**src/rtl/dram_pkg.sv**
```systemverilog
// dram_pkg: shared widths, command/row-status encodings and sequencer states for dram_cmd_seq.
package dram_pkg;
  localparam int ROW_BITS = 16;
  localparam int COL_BITS = 10;
  // NOP is expressed as cmd_valid=0; the remaining eight commands fill the 3-bit code.
  typedef enum logic [2:0] {
    CMD_ACT, CMD_PRE, CMD_PREA, CMD_RD, CMD_WR, CMD_RDA, CMD_WRA, CMD_REF
  } cmd_t;
  typedef enum logic [1:0] {RS_IDLE, RS_HIT, RS_MISS, RS_CONFLICT} row_stat_t;
  typedef enum logic [3:0] {
    S_IDLE, S_CHECK, S_PRE, S_WAIT_RP, S_ACT, S_WAIT_RCD, S_RW, S_WAIT_CL,
    S_PREA, S_WAIT_RPA, S_REF, S_WAIT_RFC
  } seq_state_t;
endpackage

```
**src/rtl/dram_timer.sv**
```systemverilog
// dram_timer: loadable 8-bit saturating down-counter with zero flag.
module dram_timer (
  input  logic       CLK,
  input  logic       nRST,
  input  logic       load,
  input  logic [7:0] load_val,
  output logic [7:0] value,
  output logic       zero
);
  logic [7:0] value_q, value_d;
  always_comb value_d = load ? load_val : (value_q == 8'd0 ? value_q : value_q - 8'd1);
  always_ff @(posedge CLK) begin
    if (!nRST) value_q <= '0;
    else value_q <= value_d;
  end
  assign value = value_q;
  assign zero = value_q == 8'd0;
endmodule

```
**src/rtl/dram_cmd_seq.sv**
```systemverilog
// dram_cmd_seq: per-request DRAM command sequencer (PRE/ACT/RD/WR/PREA/REF) driven by an open-row policy.
// Define CLOSED_PAGE_EN to issue RDA/WRA and close the row on every access.
module dram_cmd_seq
  import dram_pkg::*;
#(
  parameter int T_RCD = 4,
  parameter int T_RP  = 4,
  parameter int T_CL  = 6,
  parameter int T_RFC = 32
) (
  input  logic                CLK,
  input  logic                nRST,
  input  logic                req_valid,
  output logic                req_ready,
  input  logic                req_write,
  input  logic [1:0]          req_bg,
  input  logic [1:0]          req_bank,
  input  logic [ROW_BITS-1:0] req_row,
  input  logic [COL_BITS-1:0] req_col,
  output logic                pol_req_en,
  output logic [1:0]          pol_bg,
  output logic [1:0]          pol_bank,
  output logic [ROW_BITS-1:0] pol_row,
  output logic                pol_row_resolve,
  output logic                pol_refresh,
  input  logic [1:0]          pol_row_stat,
  input  logic [ROW_BITS-1:0] pol_row_conflict,
  input  logic                pol_all_closed,
  input  logic                ref_req,
  output logic                ref_ack,
  output logic                cmd_valid,
  output logic [2:0]          cmd_type,
  output logic [1:0]          cmd_bg,
  output logic [1:0]          cmd_bank,
  output logic [ROW_BITS-1:0] cmd_row,
  output logic [COL_BITS-1:0] cmd_col,
  output logic                rsp_done
);
`ifdef CLOSED_PAGE_EN
  localparam int T_RW = T_CL > T_RP ? T_CL : T_RP;
`else
  localparam int T_RW = T_CL;
`endif
  seq_state_t state_q, state_d;
  logic write_q, write_d, rsp_done_q, rsp_done_d, accept;
  logic [1:0] bg_q, bg_d, bank_q, bank_d;
  logic [ROW_BITS-1:0] row_q, row_d;
  logic [COL_BITS-1:0] col_q, col_d;
  logic t_load, t_zero;
  logic [7:0] t_val, t_cnt;
  row_stat_t stat;

  dram_timer u_timer (
    .CLK(CLK), .nRST(nRST), .load(t_load), .load_val(t_val), .value(t_cnt), .zero(t_zero)
  );

  assign stat = row_stat_t'(pol_row_stat);
  assign req_ready = state_q == S_IDLE && !ref_req;
  assign accept = req_ready && req_valid;
  assign pol_bg = bg_q;
  assign pol_bank = bank_q;
  assign pol_row = row_q;
  assign rsp_done = rsp_done_q;
  assign ref_ack = (state_q == S_REF || state_q == S_WAIT_RFC) && t_zero;
  // Counter is loaded on entry to a command state, so it already holds T-1 during the command cycle.
  assign t_load = state_d inside {S_PRE, S_ACT, S_RW, S_PREA, S_REF};
  assign t_val = state_d == S_ACT ? 8'(T_RCD - 1) : state_d == S_RW ? 8'(T_RW - 1) :
                 state_d == S_REF ? 8'(T_RFC - 1) : 8'(T_RP - 1);
  assign rsp_done_d = (state_q == S_RW || state_q == S_WAIT_CL) && t_cnt == 8'(T_RW - T_CL);

  always_comb begin
    state_d = state_q;
    write_d = accept ? req_write : write_q;
    bg_d = accept ? req_bg : bg_q;
    bank_d = accept ? req_bank : bank_q;
    row_d = accept ? req_row : row_q;
    col_d = accept ? req_col : col_q;
    pol_req_en = 1'b0;
    pol_row_resolve = 1'b0;
    pol_refresh = 1'b0;
    cmd_valid = 1'b0;
    cmd_type = 3'd0;
    cmd_bg = '0;
    cmd_bank = '0;
    cmd_row = '0;
    cmd_col = '0;
    case (state_q)
      S_IDLE: state_d = ref_req ? (pol_all_closed ? S_REF : S_PREA) : req_valid ? S_CHECK : S_IDLE;
      S_CHECK: begin
        pol_req_en = 1'b1;
        state_d = stat == RS_HIT ? S_RW : stat == RS_MISS ? S_ACT :
                  stat == RS_CONFLICT ? S_PRE : S_CHECK;
      end
      S_PRE, S_WAIT_RP: begin
        if (state_q == S_PRE) begin
          pol_req_en = 1'b1;
          pol_row_resolve = 1'b1;
          cmd_valid = 1'b1;
          cmd_type = CMD_PRE;
          cmd_bg = bg_q;
          cmd_bank = bank_q;
          cmd_row = pol_row_conflict;
        end
        state_d = t_zero ? S_CHECK : S_WAIT_RP;
      end
      S_ACT, S_WAIT_RCD: begin
        if (state_q == S_ACT) begin
          cmd_valid = 1'b1;
          cmd_type = CMD_ACT;
          cmd_bg = bg_q;
          cmd_bank = bank_q;
          cmd_row = row_q;
        end
        state_d = t_zero ? S_RW : S_WAIT_RCD;
      end
      S_RW, S_WAIT_CL: begin
        if (state_q == S_RW) begin
          cmd_valid = 1'b1;
`ifdef CLOSED_PAGE_EN
          cmd_type = write_q ? CMD_WRA : CMD_RDA;
          pol_req_en = 1'b1;
          pol_row_resolve = 1'b1;
`else
          cmd_type = write_q ? CMD_WR : CMD_RD;
`endif
          cmd_bg = bg_q;
          cmd_bank = bank_q;
          cmd_col = col_q;
        end
        state_d = t_zero ? S_IDLE : S_WAIT_CL;
      end
      S_PREA, S_WAIT_RPA: begin
        cmd_valid = state_q == S_PREA;
        cmd_type = CMD_PREA;
        state_d = t_zero ? S_REF : S_WAIT_RPA;
      end
      S_REF, S_WAIT_RFC: begin
        pol_refresh = state_q == S_REF;
        cmd_valid = state_q == S_REF;
        cmd_type = state_q == S_REF ? CMD_REF : 3'd0;
        state_d = t_zero ? S_IDLE : S_WAIT_RFC;
      end
      default: state_d = S_IDLE;
    endcase
  end

  always_ff @(posedge CLK) begin
    if (!nRST) begin
      state_q <= S_IDLE;
      write_q <= 1'b0;
      bg_q <= '0;
      bank_q <= '0;
      row_q <= '0;
      col_q <= '0;
      rsp_done_q <= 1'b0;
    end else begin
      state_q <= state_d;
      write_q <= write_d;
      bg_q <= bg_d;
      bank_q <= bank_d;
      row_q <= row_d;
      col_q <= col_d;
      rsp_done_q <= rsp_done_d;
    end
  end
endmodule
```
**config.mk**
```make
export PLATFORM = sky130hd
export DESIGN_NAME = dram_cmd_seq
export DESIGN_NICKNAME = d
export VERILOG_FILES = /design/src/rtl/dram_pkg.sv /design/src/rtl/dram_timer.sv /design/src/rtl/dram_cmd_seq.sv
export SDC_FILE = /design/constraint.sdc
export NUM_CORES = 1
export LEC_CHECK = 0
export BUFFER_PORTS_ARGS = -buffer_cell sky130_fd_sc_hd__clkbuf_2
export CAP_MARGIN = 20
export CORE_MARGIN = 5
export CORE_UTILIZATION = 47
export DETAILED_ROUTE_END_ITERATION = 8
export PLACE_DENSITY = 0.81
export SETUP_SLACK_MARGIN = 0.5
export SLEW_MARGIN = 20
export SYNTH_ARGS = -nofsm -noshare
export SYNTH_HDL_FRONTEND = slang
export SYNTH_SLANG_ARGS = --single-unit
```
**constraint.sdc**
```tcl
create_clock -name CLK -period 2.8 [get_ports CLK]
set_input_delay 0.28 -clock CLK [delete_from_list [all_inputs] [get_ports CLK]]
set_output_delay 0.28 -clock CLK [all_outputs]
set_load 0.02 [all_outputs]
```
==> results.md <==
- Global-route usage over all layers: 0.2136
- ANT nets after route: 0
- I/O pin cnt: 114
- Post-synthesis adder-cell area fraction: 0.05139
- CTS Hold Bufs: 0
- Synth Area in Simple Gates: 0.2564
- Worst Tran Pin Value: 0.6670 ns
- GRT overflow: 0
- Largest net degree at the start of global routing: 38
- Final period util: 0.8301
- Die span in y: 81.98 um
- Cell chain of the critical path: inv_2 -> ha_4 -> or3b_4 -> or2_4 -> a211o_1 -> or4b_4 -> a21oi_2
- CP max FO: 4
- Status: finished clean
- Xor and xnor area share after synthesis: 0.02518
- Final min period: 2.324 ns
- DRC: 0
- Nets@finish: 488
- Number of global-route vias before repair: 2472
- Gpl congestion: 0.8546
- CTS root buf: clkbuf_8
- Final hold violation count: 0
- Area of the core: 5075 sq um
- Layout cells sized above 1: 0.4047
- Register area share after synthesis: 0.3618
- Dpl hpwl: 5073 um
- Startpoint Class: register
- Post-synth EDFFs: 0
- Setup Viol. Count Final: 0
- Power Density: 1021 nW/um^2
- Number of CTS-inserted buffers: 5
- Max-slew headroom: 0.5553
- Avg WL per Cell: 14.64 um
- Synth Area in Compound Gates: 0.2497
- Total of max-cap violations: 0
- Clk sinks: 44
- RSZ-0062 raised after global routing: yes
- Row cnt: 26
- Pwr Total: 0.003407 W
- CTS clk-pin slew, worst paths: 0.08 ns
- Seq cells post-synth: 44
- Vias: 2585
- Die Area: 6720 sq um
- Post-synthesis mux area share: 0.004111
- Mapped cell area: 2435 sq um
- Vias/cell: 5.222
- H-Tree Depth: 2
- Worst min-delay path class: input port to register
- Worst path slowest cell: or4b_4
- P&R area growth vs syn: 37.10%
- CP Class: register to register
- Highest clock rate: 430.2 MHz
- Crit. End Element: register
- Asr flop ratio synth: 0
- I/O Buffers: 113
- Clk_lat worst skew: 0.29 ns
- Req. time, crit path: 3.03 ns
- Synth Warn #: 0
- Worst vdd ir: 0.6032 mV
- Leakage power: 1.529 nW
- Syn Nets: 373
- Bufs on Longest Clock Path: 2
- Crit path DAT: 2.56 ns
- Most used DFF post-synth: dfxtp_1
- Post-Route WL: 7249 um
- Main combinational cell family by area after synthesis: simple AND/OR/NAND/NOR gates
- Most common cell after layout, fill and taps aside: clkbuf_2
- Ant diodes: 0
- Post-synth cell types: 43
- DR iter-0 viols: 139
- Die X-Extent: 81.98 um
- Sum of negative setup slack: 0 ns
- Cell count after synthesis: 309
- Pre-Repair DR Iteration Count: 4
- Avg Cell Area, Syn: 7.880 sq um
- Initial antenna violation count: 0
- Starting Density: 0.4798
- Slew Viols, Final: 0
- Leading cell types in the layout, fill and taps excluded: clkbuf_2 (113), nand2_1 (70), dfxtp_1 (36)
- Max stage delay on crit path: 0.58 ns
- Clock Skew: 0.007348 ns
- CTS tree: yes
- First-pass GRT wire length: 11320 um
registers in the layout, indices dropped and copies added, names as in the netlist:
name / cells
col_q: 10
pol_bank: 2
pol_bg: 2
pol_row: 16
rsp_done: 1
state_q: 4
u_timer.value: 8
write_q: 1
cells by family after synthesis:
family	Yosys count
AND/OR/NAND/NOR	135
AO/OA/AOI/OAI	81
flip-flops	44
buffers and inverters	31
adder cells (fa/ha/maj)	10
XOR/XNOR	7
multiplexers	1
worst max-delay path, delay by kind of cell (launching register included):
family	cells	cell delay (ns)
DFF	1	0.34
and+or+nand+nor	3	1.26
buffers and inverters	1	0.08
adders and majority gates	1	0.13
AOI/OAI and AO/OA	2	0.46
where the power goes:
group / internal (W) / leakage, nW / switching (W)
Clock: 0.000201 / 0.0445 / 0.000213
Combinational: 0.000926 / 1.12 / 0.00114
Sequential: 0.000760 / 0.361 / 0.000168
cells in the mapped netlist (all sizes together), types with 2 or more instances:
cell,instances,share of area
o21ai,4,0.0082
clkbuf,17,0.026
o32ai,2,0.0072
a22o,16,0.058
xor2,4,0.014
nor3b,2,0.0062
buf,5,0.011
dfxtp,44,0.36
ha,10,0.051
or3,2,0.0051
and2,17,0.044
inv,9,0.014
nor2,24,0.037
nand3,2,0.0041
or4b,2,0.0082
a211oi,2,0.0062
nand2,71,0.11
a211o,3,0.011
xnor2,3,0.011
a21oi,14,0.029
nor3,4,0.0082
a21boi,33,0.10
or3b,3,0.011
metal layers:
metal | track usage | share of wire
met1 | 0.2689 | 0.41
met2 | 0.3603 | 0.50
met3 | 0.05263 | 0.068
met4 | 0.06146 | 0.015
met5 | 0 | 0
worst paths after layout:
path | start | endpoint | slack [ns] | depth (start not counted)
worst min register to register | col_q[8] | col_q[8] | 0.46 | 2
worst min-delay path | req_row[6] | pol_row[6] | 0.21 | 3
worst max register to register | u_timer.value[0] | u_timer.value[3] | 0.48 | 7
worst max-delay path | u_timer.value[0] | u_timer.value[3] | 0.48 | 7
stage by stage:
stage	cells	hold slack, ns	cell area, sq um	setup slack (ns)	utilization
floorplan	309	0.4249	2449	0.4536	-
global placement	475	0.4492	3052	0.4003	0.6013
detailed placement	475	0.4554	3052	0.2984	0.6013
CTS	493	0.2070	3273	0.4861	0.6450
global route	495	0.2024	3338	0.4177	0.6578
finish	495	0.2079	3338	0.4756	0.6578
layout make-up:
class                           instances  area, sq um
Multi-Input combinational cell        234         1539
Sequential cell                        44        890.9
Clock buffer                            7        86.33
Tap cell                               70        87.58
Fill cell                             447         1737
Inverter                                9        33.78
Timing Repair Buffer                  130        693.2
Clock inverter                          1        7.507
what timing repair did:
action,4_1_cts,5_1_grt
pin swaps,8,4
gates resized for setup,21,8
setup buffers,10,2
endpoints found under the setup margin,7,11
Power figures use the tool's default switching activity.
